[config.mk]
export PLATFORM = sky130hd
export DESIGN_NAME = hazard_controller
export DESIGN_NICKNAME = d
export VERILOG_FILES = /design/src/rtl/hazard_controller.sv
export SDC_FILE = /design/constraint.sdc
export NUM_CORES = 1
export LEC_CHECK = 0
export CAP_MARGIN = 40
export CORE_MARGIN = 2
export CORE_UTILIZATION = 25
export DETAILED_ROUTE_END_ITERATION = 6
export SLEW_MARGIN = 20
export SYNTH_ARGS = -nofsm -noshare
export SYNTH_HDL_FRONTEND = slang
export SYNTH_SLANG_ARGS = --single-unit
[constraint.sdc]
create_clock -name clk -period 2.5 [get_ports clk]
set_input_delay 0.25 -clock clk [delete_from_list [all_inputs] [get_ports clk]]
set_output_delay 0.25 -clock clk [all_outputs]
set_load 0.1 [all_outputs]
[src/rtl/hazard_controller.sv]
// Pipeline hazard sequencer: load-use bubbles, multi-cycle branch flushes and
// memory wait-state freezes, plus saturating hazard statistics.
//   state    | meaning
//   ST_RUN   | normal issue; branch and load-use detection active
//   ST_FLUSH | squashing wrong-path fetches; fcnt counts remaining flush cycles
module hazard_controller #(
  parameter int BRANCH_PENALTY = 1,
  parameter int TIMEOUT        = 255,
  parameter int CNT_W          = 16
) (
  input  logic             clk,
  input  logic             rst,
  input  logic [4:0]       id_rs1,
  input  logic [4:0]       id_rs2,
  input  logic             id_use_rs1,
  input  logic             id_use_rs2,
  input  logic [4:0]       ex_rd,
  input  logic             ex_memread,
  input  logic             ex_regwrite,
  input  logic             ex_branch_taken,
  input  logic             mem_req,
  input  logic             mem_ready,
  output logic             pc_stall,
  output logic             ifid_stall,
  output logic             ifid_flush,
  output logic             idex_stall,
  output logic             idex_flush,
  output logic             exmem_stall,
  output logic             memwb_flush,
  output logic             mem_timeout,
  output logic [CNT_W-1:0] loaduse_cnt,
  output logic [CNT_W-1:0] flush_cnt,
  output logic [CNT_W-1:0] memwait_cnt
);

  typedef enum logic {ST_RUN, ST_FLUSH} state_t;

  localparam logic [2:0]       FCNT_INIT = 3'(BRANCH_PENALTY - 1);
  localparam logic [CNT_W-1:0] TIMEOUT_C = CNT_W'(TIMEOUT);

  state_t           state_q, state_d;
  logic [2:0]       fcnt_q, fcnt_d;
  logic [CNT_W-1:0] wait_q, wait_d;
  logic             timeout_q, timeout_d;
  logic [CNT_W-1:0] loaduse_q, loaduse_d;
  logic [CNT_W-1:0] flush_q, flush_d;
  logic [CNT_W-1:0] memwait_q, memwait_d;

  logic mem_stall;
  logic load_use;

  function automatic logic [CNT_W-1:0] sat_inc(input logic [CNT_W-1:0] v);
    return (&v) ? v : v + 1'b1;
  endfunction

  assign mem_stall = mem_req & ~mem_ready;
  assign load_use  = ex_memread & ex_regwrite & (ex_rd != 5'd0) &
                     ((id_use_rs1 & (id_rs1 == ex_rd)) | (id_use_rs2 & (id_rs2 == ex_rd)));

  always_comb begin
    state_d     = state_q;
    fcnt_d      = fcnt_q;
    wait_d      = '0;
    timeout_d   = timeout_q;
    loaduse_d   = loaduse_q;
    flush_d     = flush_q;
    memwait_d   = memwait_q;
    pc_stall    = 1'b0;
    ifid_stall  = 1'b0;
    ifid_flush  = 1'b0;
    idex_stall  = 1'b0;
    idex_flush  = 1'b0;
    exmem_stall = 1'b0;
    memwb_flush = 1'b0;

    if (!rst) begin
      if (mem_stall) begin
        // Freeze everything; a pending branch or load-use is seen again once memory is ready.
        pc_stall    = 1'b1;
        ifid_stall  = 1'b1;
        idex_stall  = 1'b1;
        exmem_stall = 1'b1;
        memwb_flush = 1'b1;
        memwait_d   = sat_inc(memwait_q);
        wait_d      = sat_inc(wait_q);
        if (wait_d == TIMEOUT_C) timeout_d = 1'b1;
      end else if (state_q == ST_FLUSH) begin
        ifid_flush = 1'b1;
        idex_flush = 1'b1;
        flush_d    = sat_inc(flush_q);
        fcnt_d     = fcnt_q - 3'd1;
        if (fcnt_q == 3'd1) state_d = ST_RUN;
      end else if (ex_branch_taken) begin
        ifid_flush = 1'b1;
        idex_flush = 1'b1;
        flush_d    = sat_inc(flush_q);
        if (BRANCH_PENALTY > 1) begin
          state_d = ST_FLUSH;
          fcnt_d  = FCNT_INIT;
        end
      end else if (load_use) begin
        pc_stall   = 1'b1;
        ifid_stall = 1'b1;
        idex_flush = 1'b1;
        loaduse_d  = sat_inc(loaduse_q);
      end
    end
  end

  always_ff @(posedge clk) begin
    if (rst) begin
      state_q   <= ST_RUN;
      fcnt_q    <= '0;
      wait_q    <= '0;
      timeout_q <= 1'b0;
      loaduse_q <= '0;
      flush_q   <= '0;
      memwait_q <= '0;
    end else begin
      state_q   <= state_d;
      fcnt_q    <= fcnt_d;
      wait_q    <= wait_d;
      timeout_q <= timeout_d;
      loaduse_q <= loaduse_d;
      flush_q   <= flush_d;
      memwait_q <= memwait_d;
    end
  end

  assign mem_timeout = timeout_q;
  assign loaduse_cnt = loaduse_q;
  assign flush_cnt   = flush_q;
  assign memwait_cnt = memwait_q;

endmodule

Word level (Yosys, flattened, before mapping):

Index checks and enable logic that the tools add are counted.

* register bits after elaboration: 69
* input port bits: 24
* output and inout bits: 56
* word-level logic and storage cells: 62

* reduce and logical (&&, ||, !) cells: 12
* bitwise gates (word level): 13
* add/subtract/negate cells: 5
* equal/unequal tests: 4
* muxes and demuxes: 21

Operators by type and width (number)
* $add 16x1->16 const B: 4
* $mux 16: 4
* $reduce_and 16->1: 4
* $mux 1: 17
* $eq 16x8->1 const B: 1
* $eq 5x5->1: 2
* $reduce_and 2->1: 4
* $and 1x1->1: 6
* $not 1->1: 6
* $reduce_and 5->1: 1
* $reduce_bool 5->1: 1
* $eq 3x1->1 const B: 1
* $sub 3x1->3 const B: 1
* $reduce_bool 2->1: 1
* $reduce_or 2->1: 1
* $or 1x1->1: 1

Logic depth before layout (Yosys ltp):

* depth after elaboration: 9
* mapped depth: 9
* gate-level depth less buffers: 7

Worst setup path after synthesis:

OpenSTA, ideal clock, no wires.

* path type: in2out
* start point: in ex_rd[1]
* end point: out pc_stall
* arrival: 2.922 ns
* buffers on the path: 1
* stages on the path: 6
* slack: -0.672 ns
* data required time: 2.250 ns
* cell sequence: xnor2_1 > nand4_1 > o22ai_1 > nand3_1 > a21oi_1 > buf_4

* longest elaborated chain between the ends: 9
* elaborated cells on any way between the ends: 13
* those cells by class: eq/ne (2); mux (5); bitwise (5); reduce/logical (1)

RTL lines
* from (decl): RTL line 17 `input logic [4:0] ex_rd,`
* $eq 5x5->1: RTL line 58 `((id_use_rs1 & (id_rs1 == ex_rd)) | (id_use_rs2 & (id_rs2 == ex_rd)));`
* $and 1x1->1: RTL line 58
* $or 1x1->1: RTL line 58
* $and 1x1->1 *: RTL line 57 `assign load_use = ex_memread & ex_regwrite & (ex_rd != 5'd0) &`
* $mux 1 * (5 in series)
* to (decl): RTL line 23 `output logic pc_stall,`

Every way passes the cells marked *; elsewhere a longest branch is shown, timed or not.

Worst setup path in the final report:

* start point: in ex_rd[4]
* end point: out ifid_stall

* longest elaborated chain between the ends: 9
* elaborated cells on any way between the ends: 13
* those cells by class: eq/ne (2); mux (5); bitwise (5); reduce/logical (1)

RTL lines
* $eq 5x5->1: RTL line 58
* $and 1x1->1: RTL line 58
* $or 1x1->1: RTL line 58
* $and 1x1->1 *: RTL line 57
* $mux 1 *: RTL line 101 `end else if (load_use) begin`
* $mux 1 *: RTL line 93 `end else if (ex_branch_taken) begin`
* $mux 1 *: RTL line 87 `end else if (state_q == ST_FLUSH) begin`
* $mux 1 *: RTL line 77 `if (mem_stall) begin`
* $mux 1 *: RTL line 76 `if (!rst) begin`
* to (decl): RTL line 24 `output logic ifid_stall,`

Marks and branches as above.

==> flow_results.xml <==
<?xml version="1.0" encoding="UTF-8"?>
<metrics>
  <group name="layout">
    <metric name="layout-drive-gt1-share" unit="%">20.7</metric>
    <metric name="final_nets" unit="">536</metric>
    <metric name="antenna_cells_inserted" unit="">0</metric>
    <metric name="regArea" unit="um^2">1390</metric>
    <metric name="finish.utilization" unit="%">34.7</metric>
    <metric name="finish.instance_area" unit="um^2">4800</metric>
    <metric name="fill_cells" unit="">1424</metric>
    <metric name="area_delta_synth_final" unit="%">36.7</metric>
    <metric name="multiInputGateArea" unit="um^2">2000</metric>
  </group>
  <group name="critical_path">
    <metric name="timing.critical_path.from_type" unit="">input port</metric>
    <metric name="critPathRequiredTime" unit="ps">2250</metric>
    <metric name="critical_path_arrival" unit="ps">1990</metric>
    <metric name="cpPeakStageDelay" unit="ps">540</metric>
    <metric name="end_kind" unit="">primary output</metric>
    <metric name="slowest_cell_on_crit_path" unit="">sky130_fd_sc_hd__clkdlybuf4s50_1</metric>
    <metric name="crit_chain" unit="">clkdlybuf4s50_1, xnor2_1, nand4_1, o22ai_2, nand3_1, a21oi_2, buf_12</metric>
    <metric name="startpoint" unit="">ex_rd[4]</metric>
    <metric name="crit_fanout" unit="">5</metric>
    <metric name="criticalPathCategory" unit="">input port to primary output</metric>
    <metric name="worst_r2r_startpoint" unit="">wait_q[6]$_SDFF_PN0_</metric>
  </group>
  <group name="clock_network">
    <metric name="cts_inserted_buffers" unit="">9</metric>
    <metric name="numClockSinks" unit="">69</metric>
    <metric name="clock_latency_late_sink" unit="ps">330</metric>
    <metric name="tritoncts" unit="">done</metric>
    <metric name="cts.root.buffer_cell" unit="">sky130_fd_sc_hd__clkbuf_16</metric>
    <metric name="cts_setup_buffers" unit="">0</metric>
    <metric name="ctsHtreeMaxLevel" unit="">3</metric>
    <metric name="path_clk_slew" unit="ps">60</metric>
    <metric name="cts-root-to-sink-buffers" unit="">2</metric>
  </group>
  <group name="placement">
    <metric name="dp_slack" unit="ps">112</metric>
    <metric name="place_congestion" unit="">0.811</metric>
    <metric name="placement.io_buffers" unit="">79</metric>
    <metric name="detailed_placement_hpwl" unit="um">6590</metric>
    <metric name="placement.cell_area" unit="um^2">4490</metric>
  </group>
  <group name="floorplanning">
    <metric name="fp.dieArea" unit="um^2">15000</metric>
    <metric name="initial_core_util" unit="%">25.4</metric>
    <metric name="floorplan.io_pins" unit="">80</metric>
    <metric name="design.core.area" unit="um^2">13800</metric>
    <metric name="horiz_die_dim" unit="um">123</metric>
    <metric name="placementRows" unit="">43</metric>
    <metric name="die_height" unit="um">123</metric>
  </group>
  <group name="global_routing">
    <metric name="grt_overflow_total" unit="">0</metric>
    <metric name="track_usage" unit="%">12.2</metric>
    <metric name="wire_length_of_the_first_global_routing_pass" unit="um">14600</metric>
    <metric name="antenna_found_initial" unit="">0</metric>
    <metric name="pin_count_of_the_biggest_net_entering_global_routing" unit="">30</metric>
    <metric name="grt_pass1_vias" unit="">3102</metric>
  </group>
  <group name="timing">
    <metric name="finalSetupViolations" unit="">0</metric>
    <metric name="holdWs" unit="ps">252</metric>
    <metric name="timing.slew.headroom" unit="%">67.8</metric>
    <metric name="grt_setup_unrepaired" unit="">false</metric>
    <metric name="setup_ws" unit="ps">258</metric>
    <metric name="maxSlewViolCount" unit="">0</metric>
    <metric name="period_minus_slack" unit="ps">2240</metric>
    <metric name="clock.fmax" unit="GHz">0.446</metric>
    <metric name="worst_clock_skew" unit="ps">6.14</metric>
    <metric name="final_hold_viol_count" unit="">0</metric>
    <metric name="tightest_slew" unit="ps">480</metric>
    <metric name="period_utilization" unit="%">89.7</metric>
  </group>
  <group name="synth">
    <metric name="synth_enable_flop_cells" unit="">0</metric>
    <metric name="synth_most_common_cell" unit="">sky130_fd_sc_hd__dfxtp_1</metric>
    <metric name="asyncSetResetFlopFracSynth" unit="%">0</metric>
    <metric name="synth_flop_cell" unit="">sky130_fd_sc_hd__dfxtp_1</metric>
    <metric name="synth_seq_cells" unit="">69</metric>
    <metric name="synth_cells" unit="">422</metric>
    <metric name="yosysWarnings" unit="">0</metric>
    <metric name="synth.area.top_cells" unit="">sky130_fd_sc_hd__dfxtp_1 (39%), sky130_fd_sc_hd__xor2_1 (6.7%), sky130_fd_sc_hd__nor2_1 (6.6%)</metric>
    <metric name="leading_cell_types_by_count_after_synthesis" unit="">sky130_fd_sc_hd__dfxtp_1 (69), sky130_fd_sc_hd__nor2_1 (62), sky130_fd_sc_hd__nand3_1 (29)</metric>
    <metric name="mappedNetlistArea" unit="um^2">3510</metric>
    <metric name="postSynthAreaPerCell" unit="um^2">8.32</metric>
    <metric name="synthesis.nets" unit="">452</metric>
    <metric name="number_of_distinct_library_cell_variants_in_the_gate_level_netlist_after_synthesis" unit="">48</metric>
    <metric name="synth_top_cell_area_share" unit="%">39.3</metric>
    <metric name="netlist.top_cell.by_area" unit="">sky130_fd_sc_hd__dfxtp_1</metric>
    <metric name="seq_area_frac_synth" unit="%">39.3</metric>
  </group>
  <group name="worst_hold_path">
    <metric name="hold_class" unit="">input port to flop</metric>
    <metric name="worstHoldStart" unit="">rst</metric>
  </group>
  <group name="run_status">
    <metric name="outcome" unit="">finished, final reports clean</metric>
  </group>
  <group name="pwr">
    <metric name="seqPwrFrac" unit="%">42.3</metric>
    <metric name="power.clock.fraction" unit="%">48.9</metric>
    <metric name="net_load_switching_power" unit="W">0.000636</metric>
    <metric name="totalPowerFinal" unit="W">0.00263</metric>
    <metric name="switching_share_of_total_power" unit="%">24.2</metric>
    <metric name="powerDensity" unit="nW/um^2">548</metric>
    <metric name="power.ir.vdd_worst" unit="mV">0.314</metric>
    <metric name="combinationalPowerShare" unit="%">8.7</metric>
    <metric name="intPower" unit="W">0.00200</metric>
    <metric name="cellLeakagePower" unit="nW">1.77</metric>
  </group>
  <group name="drt">
    <metric name="drt_first_iter_violations" unit="">80</metric>
    <metric name="detailedRoute.firstPassIterationCount" unit="">4</metric>
    <metric name="routed_wirelength" unit="um">8670</metric>
    <metric name="detail_route.drc_violations" unit="">0</metric>
    <metric name="via_count" unit="">3266</metric>
    <metric name="wl_per_cell" unit="um">12.5</metric>
    <metric name="via_per_inst" unit="">4.73</metric>
    <metric name="antenna_violation_net_count_after_detailed_routing" unit="">0</metric>
  </group>
  <group name="flow_run">
    <metric name="max_cap_viol_count" unit="">0</metric>
  </group>
</metrics>
==> per-stage QoR <==
stage,cells,setup TNS [ps]
2_1_floorplan,422,-0.225
3_3_place_gp,675,0
3_5_place_dp,675,0
4_1_cts,691,0
5_1_grt,691,0
6_report,691,0
==> cells by family (layout without fill, tap and decap cells) <==
kind of cell,after synthesis,count (layout),synth area share [%]
and+or+nand+nor,200,200,29.4
DFF,69,69,39.3
AOI/OAI and AO/OA,58,58,10.3
xor gates and xnor gates,51,51,12.7
buffers and inverters,31,120,4.03
muxes,7,7,2.07
adders and majority gates,6,6,2.14
==> layout by cell type (no fill, tap or decap), types with 4 or more instances in the layout <==
master	instances
sky130_fd_sc_hd__nand3_1	29
sky130_fd_sc_hd__clkdlybuf4s50_1	22
sky130_fd_sc_hd__a311oi_1	4
sky130_fd_sc_hd__and3_1	10
sky130_fd_sc_hd__ha_1	6
sky130_fd_sc_hd__a21oi_1	18
sky130_fd_sc_hd__inv_1	11
sky130_fd_sc_hd__buf_12	7
sky130_fd_sc_hd__and4_1	4
sky130_fd_sc_hd__clkbuf_16	9
sky130_fd_sc_hd__mux2i_1	5
sky130_fd_sc_hd__or3_1	12
sky130_fd_sc_hd__nand2_1	26
sky130_fd_sc_hd__xor2_1	27
sky130_fd_sc_hd__and2_1	4
sky130_fd_sc_hd__dfxtp_1	62
sky130_fd_sc_hd__o21ai_0	16
sky130_fd_sc_hd__xnor2_1	24
sky130_fd_sc_hd__buf_4	63
sky130_fd_sc_hd__nor2_1	62
sky130_fd_sc_hd__a31oi_1	4
sky130_fd_sc_hd__nor3_1	13
sky130_fd_sc_hd__dfxtp_2	7
sky130_fd_sc_hd__nand4_1	18
==> cell type report <==
class                      instances  share of cell area, %
timing repair buffer              93                   17.5
clock inverter                     5                   1.22
sequential                        69                   29.0
clock buffer                      11                   5.06
tap                              180                   4.69
inverter                          11                  0.860
multi-input combinational        322                   41.8
==> routing by layer <==
metal	routed length (um)	up-vias	track usage, %
met4	120	0	5.03
met3	375	11	3.49
met1	3920	1516	14.8
li1	-	1668	-
met2	4250	71	20.2
met5	0	-	0
==> power by group through the flow <==
stage	registers, W	logic, W	clock network (W)
finish	0.00111	0.000229	0.00129
global route	0.00111	0.000244	0.00138
CTS	0.00111	0.000231	0.00133
detailed placement	0.00114	0.000230	0
global placement	0.00114	0.000228	0
floorplan	0.00118	0.000102	0
==> worst paths after layout <==
kind / slack (ps) / to / cells past startpoint
max: 260 / ifid_stall / 7
min: 250 / state_q$_SDFFE_PP0N_ / 3
max reg2reg: 300 / mem_timeout$_SDFFE_PP0P_ / 6
min reg2reg: 510 / mem_timeout$_SDFFE_PP0P_ / 1
==> worst max-delay path: cells and delay by family <==
family / cells / cell delay [ps]
AOI/OAI and AO/OA: 2 / 560
xor gates and xnor gates: 1 / 140
buffers and inverters: 2 / 760
and+or+nand+nor: 2 / 280
==> sequential cells by signal, summed over array words and instances, names as in the netlist <==
register	flops
flush_cnt	16
loaduse_cnt	16
memwait_cnt	16
wait_q	16
fcnt_q	3
mem_timeout	1
state_q	1
==> what timing repair did <==
action | CTS | global route
endpoints found under the setup margin | 0 | 2
hold buffers | 0 | 0
resized for setup | 0 | 1
endpoints found under the hold margin | 0 | 0
No activity file was read; power rests on OpenSTA's default activity.
==> RTL edit 1: new RTL, config.mk and constraints unchanged <==
`TIMEOUT`: 255 -> 128.
--- a/src/rtl/hazard_controller.sv
+++ b/src/rtl/hazard_controller.sv
@@ -7,3 +7,3 @@
   parameter int BRANCH_PENALTY = 1,
-  parameter int TIMEOUT        = 255,
+  parameter int TIMEOUT        = 128,
   parameter int CNT_W          = 16
Formal check against the unedited RTL: no difference found for any inputs over 4 cycles, from zero or initial values and one cycle with rst high; that may be too few to reach the edited logic, so the function may still have changed.
==> RTL edit 1 against the original RTL <==
  * Total power up 4.7%
  * Design area up 3.4%
  * Cell count is 2.3% higher
  * Worst setup slack worse by 0.11 ns
  * Hold slack better by 0.059 ns
  * Area after synthesis is 2.1% higher
  * Sequential cell count unchanged
  * Routed wire length up 7.5%
==> RTL edit 1: results (changes against the original RTL) <==
[route]
detail_route.wl_per_cell_um = 13.2  ; +5.0%
vias = 3368  ; +3.1%
drtIter0Drc = 293  ; +270%

[power]
p_leak_nw = 1.78  ; +0.46%
p_int_mw = 2.08  ; +4.5%
ir_worst_vdd_mv = 0.248  ; -21%

[status]
status = completed

[grt]
grt_max_degree = 43  ; +43%
grt_usage = 0.128  ; +0.00583
grt_use_met1 = 0.154  ; +0.00676
grt_pass1_vias = 3281  ; +5.8%
grtUsageMet3 = 0.0366  ; +0.00178
grt_first_pass_wirelength_mm = 15.4  ; +5.5%

[cts]
cts.path.max_buffers = 2  ; unchanged

[timing]
whs_ns = 0.311  ; +0.0587 ns
setup_slack_ns = 0.144  ; -0.114 ns
finClkSkew_ns = 0.00953  ; +0.00338 ns

[synthesis]
syn_area_mm2 = 0.00358  ; +2.1%
muxShareOfSynthArea = 0.0293  ; +0.00866
netlist_top_cells_count = 69 x dfxtp_1, 60 x nor2_1, 28 x nand3_1, 26 x xnor2_1, 25 x nand2_1
synth_xor_area_frac = 0.0953  ; -0.0319
synth-compound-area-share = 0.116  ; +0.0129
synth_cell_types = 47  ; -2.1%
ys_seq_area_frac = 0.385  ; -0.00796
ys_top_cells_by_area = dfxtp_1 39%, xnor2_1 6.4%, nor2_1 6.3%

[worst_setup_path]
startpoint = ex_rd[0]
r2r-start = wait_q[1]
r2r_setup_slack_ns = 0.20  ; -0.10 ns
crit_fanout = 20  ; +15

[worst_hold_path]
worstHoldEndpoint = wait_q[7]

[placed_design]
dp_hpwl_mm = 6.92  ; +4.9%
pre_cts_slack_ns = 0.0726  ; -0.0397 ns
place_congestion = 0.905  ; +12%

[final_layout]
nNetsFinal = 552  ; +3.0%
drive_gt1_frac = 0.230  ; +0.0222

[RTL edit 1: repair_timing]
item / 4_1_cts / 5_1_grt
hold endpoints to repair: 0 / 0
resized for setup: 0 / 3
endpoints found under the setup margin: 0 / 1
[RTL edit 1: layer usage]
metal	share of wire	routed length, µm
met1	0.44	4120
met2	0.46	4320
met3	0.073	683
met4	0.020	187
met5	0	0
[RTL edit 1: cell type report]
cell class	instances	area, µm²	area share
Multi-Input combinational cell	331	2080	0.420
Sequential cell	69	1400	0.282
Timing Repair Buffer	95	866	0.174
Clock buffer	9	225	0.0454
Tap cell	180	225	0.0454
Clock inverter	7	104	0.0209
Inverter	16	60.1	0.0121
[RTL edit 1: critical path, stage by stage]
cell and delay [ns]:
clkdlybuf4s50_1 0.48, or3_1 0.41, o311a_1 0.36, nand3_1 0.15
buf_12 0.15, a21oi_2 0.10, buf_12 0.19
[RTL edit 1: cells by family after synthesis]
| logic type | Yosys count |
|---|---|
| compound gates | 65 |
| buf+inv | 36 |
| xor+xnor | 39 |
| mux | 10 |
| fa+ha+maj | 6 |
| simple gates | 211 |
| flops | 69 |
[RTL edit 1: per-stage QoR]
| stage | instances | cell area, µm² | setup TNS [ns] | power, mW |
|---|---|---|---|---|
| finish | 707 | 4960 | 0 | 2.75 |
| global route | 707 | 4960 | 0 | 2.87 |
| CTS | 707 | 4950 | 0 | 2.79 |
| detailed placement | 691 | 4620 | 0 | 1.38 |
| global placement | 691 | 4620 | 0 | 1.38 |
| floorplan | 436 | 3610 | -0.115 | 1.28 |
==> RTL edit 2: new RTL, config.mk and constraints unchanged <==
Without the edit above. Register the output `loaduse_cnt` once more, with the module's reset; this adds one clock of latency there. The other outputs are not delayed to match.
--- a/src/rtl/hazard_controller.sv
+++ b/src/rtl/hazard_controller.sv
@@ -130,3 +130,9 @@
   assign mem_timeout = timeout_q;
-  assign loaduse_cnt = loaduse_q;
+  always_ff @(posedge clk) begin
+    if (rst) begin
+      loaduse_cnt <= '0;
+    end else begin
+      loaduse_cnt <= loaduse_q;
+    end
+  end
   assign flush_cnt   = flush_q;
Check against the original RTL: not equivalent (Yosys sat finds a counterexample within 4 cycles, from zero or initial values and one cycle with rst high).
==> RTL edit 2 against the original RTL <==
  * Sequential share of layout area is 4.1 points higher
  * Worst setup slack worse by 0.15 ns
  * Total power is 10% higher
  * Fmax is 6.4% lower
  * Combinational power is 4% higher
  * Hold slack better by 0.17 ns
  * Area after synthesis is 11% higher
  * Design area is 7.1% higher
  * Global-route usage is 0.35 points lower
  * Sequential cell count is 16 higher
  * Routed wire length is 10% higher
  * Critical path type unchanged
  * Largest power group is now registers
  * Highest routed layer unchanged
==> RTL edit 2: results (changes against the original RTL) <==
[timing]
fmaxAchievable_mhz = 418  ; -6.4%
finClkSkew_ns = 0.00669  ; +0.000544 ns
whs_ns = 0.426  ; +0.174 ns

[synthesis]
ys_seq_area_frac = 0.437  ; +0.0433
synth_adder_area_share = 0.0193  ; -0.00211
synth_nets = 473  ; +4.6%
synth_cell_types = 50  ; +4.2%
netlist_top_cells_count = 85 x dfxtp_1, 59 x nor2_1, 38 x nand2_1, 25 x xor2_1, 24 x nand3_1
synth_xor_area_frac = 0.101  ; -0.0261
synth-compound-area-share = 0.0918  ; -0.0111
muxShareOfSynthArea = 0.0276  ; +0.00695

[grt]
grt_pass1_vias = 3331  ; +7.4%
grt_use_met2 = 0.191  ; -0.0106
grt_usage = 0.118  ; -0.00351
grt_use_met1 = 0.144  ; -0.00405
grtUsageMet3 = 0.0395  ; +0.00465
grt_first_pass_wirelength_mm = 15.7  ; +7.7%
grt_max_degree = 41  ; +37%

[power]
ir_worst_vdd_mv = 0.302  ; -3.7%
p_sw_mw = 0.756  ; +19%

[worst_setup_path]
worstPathArrival_ns = 2.15  ; +0.16 ns
crit_fanout = 3  ; -2
r2r_setup_slack_ns = 0.44  ; +0.14 ns
endpoint = pc_stall
r2r-start = loaduse_q[0]
r2r_cells = 8  ; +2
r2r_end = loaduse_q[1]
path_class = primary input to primary output

[route]
drtIter0Drc = 201  ; +150%
wl_met3_um = 542  ; +45%
drt-vias-per-instance = 4.75  ; +0.58%
detail_route.wl_per_cell_um = 13.3  ; +5.7%
wl_met2_mm = 4.43  ; +4.2%
vias = 3418  ; +4.7%

[status]
status = completed

[placed_design]
pre_cts_slack_ns = 0.0387  ; -0.0736 ns
placed_cells = 703  ; +4.1%
dp_hpwl_mm = 6.91  ; +4.8%
place_congestion = 0.833  ; +2.7%
postPlaceCellArea_mm2 = 0.00485  ; +8.0%

[cts]
insertion_delay_ns = 0.35  ; +0.02 ns

[final_layout]
drive_gt1_frac = 0.188  ; -0.0191
fill_cells = 1582  ; +11%
nNetsFinal = 556  ; +3.7%

[worst_hold_path]
hold_depth = 4  ; +1

==> RTL edit 2: cells by family (layout without fill, tap and decap cells) <==
kind of cell,Yosys count,in the layout
DFF,85,85
muxes,9,9
xor gates and xnor gates,45,45
buffers and inverters,28,116
and+or+nand+nor,214,214
adders and majority gates,6,6
AOI/OAI and AO/OA,56,56
==> RTL edit 2: power by group through the flow <==
stage          sequential (mW)  clock (mW)  combinational [mW]
2_1_floorplan             1.44           0               0.106
3_3_place_gp              1.40           0               0.236
3_5_place_dp              1.40           0               0.239
4_1_cts                   1.37        1.35               0.240
5_1_grt                   1.37        1.41               0.252
6_report                  1.37        1.29               0.238
==> RTL edit 2: final cells by class <==
class                           count  area (µm²)  share of cell area
Multi-Input combinational cell    330        2070               0.402
Sequential cell                    85        1700               0.331
Clock buffer                       10         229              0.0445
Clock inverter                      6        51.3             0.00998
Tap cell                          188         235              0.0457
Timing Repair Buffer               90         818               0.159
Inverter                           10        37.5             0.00730
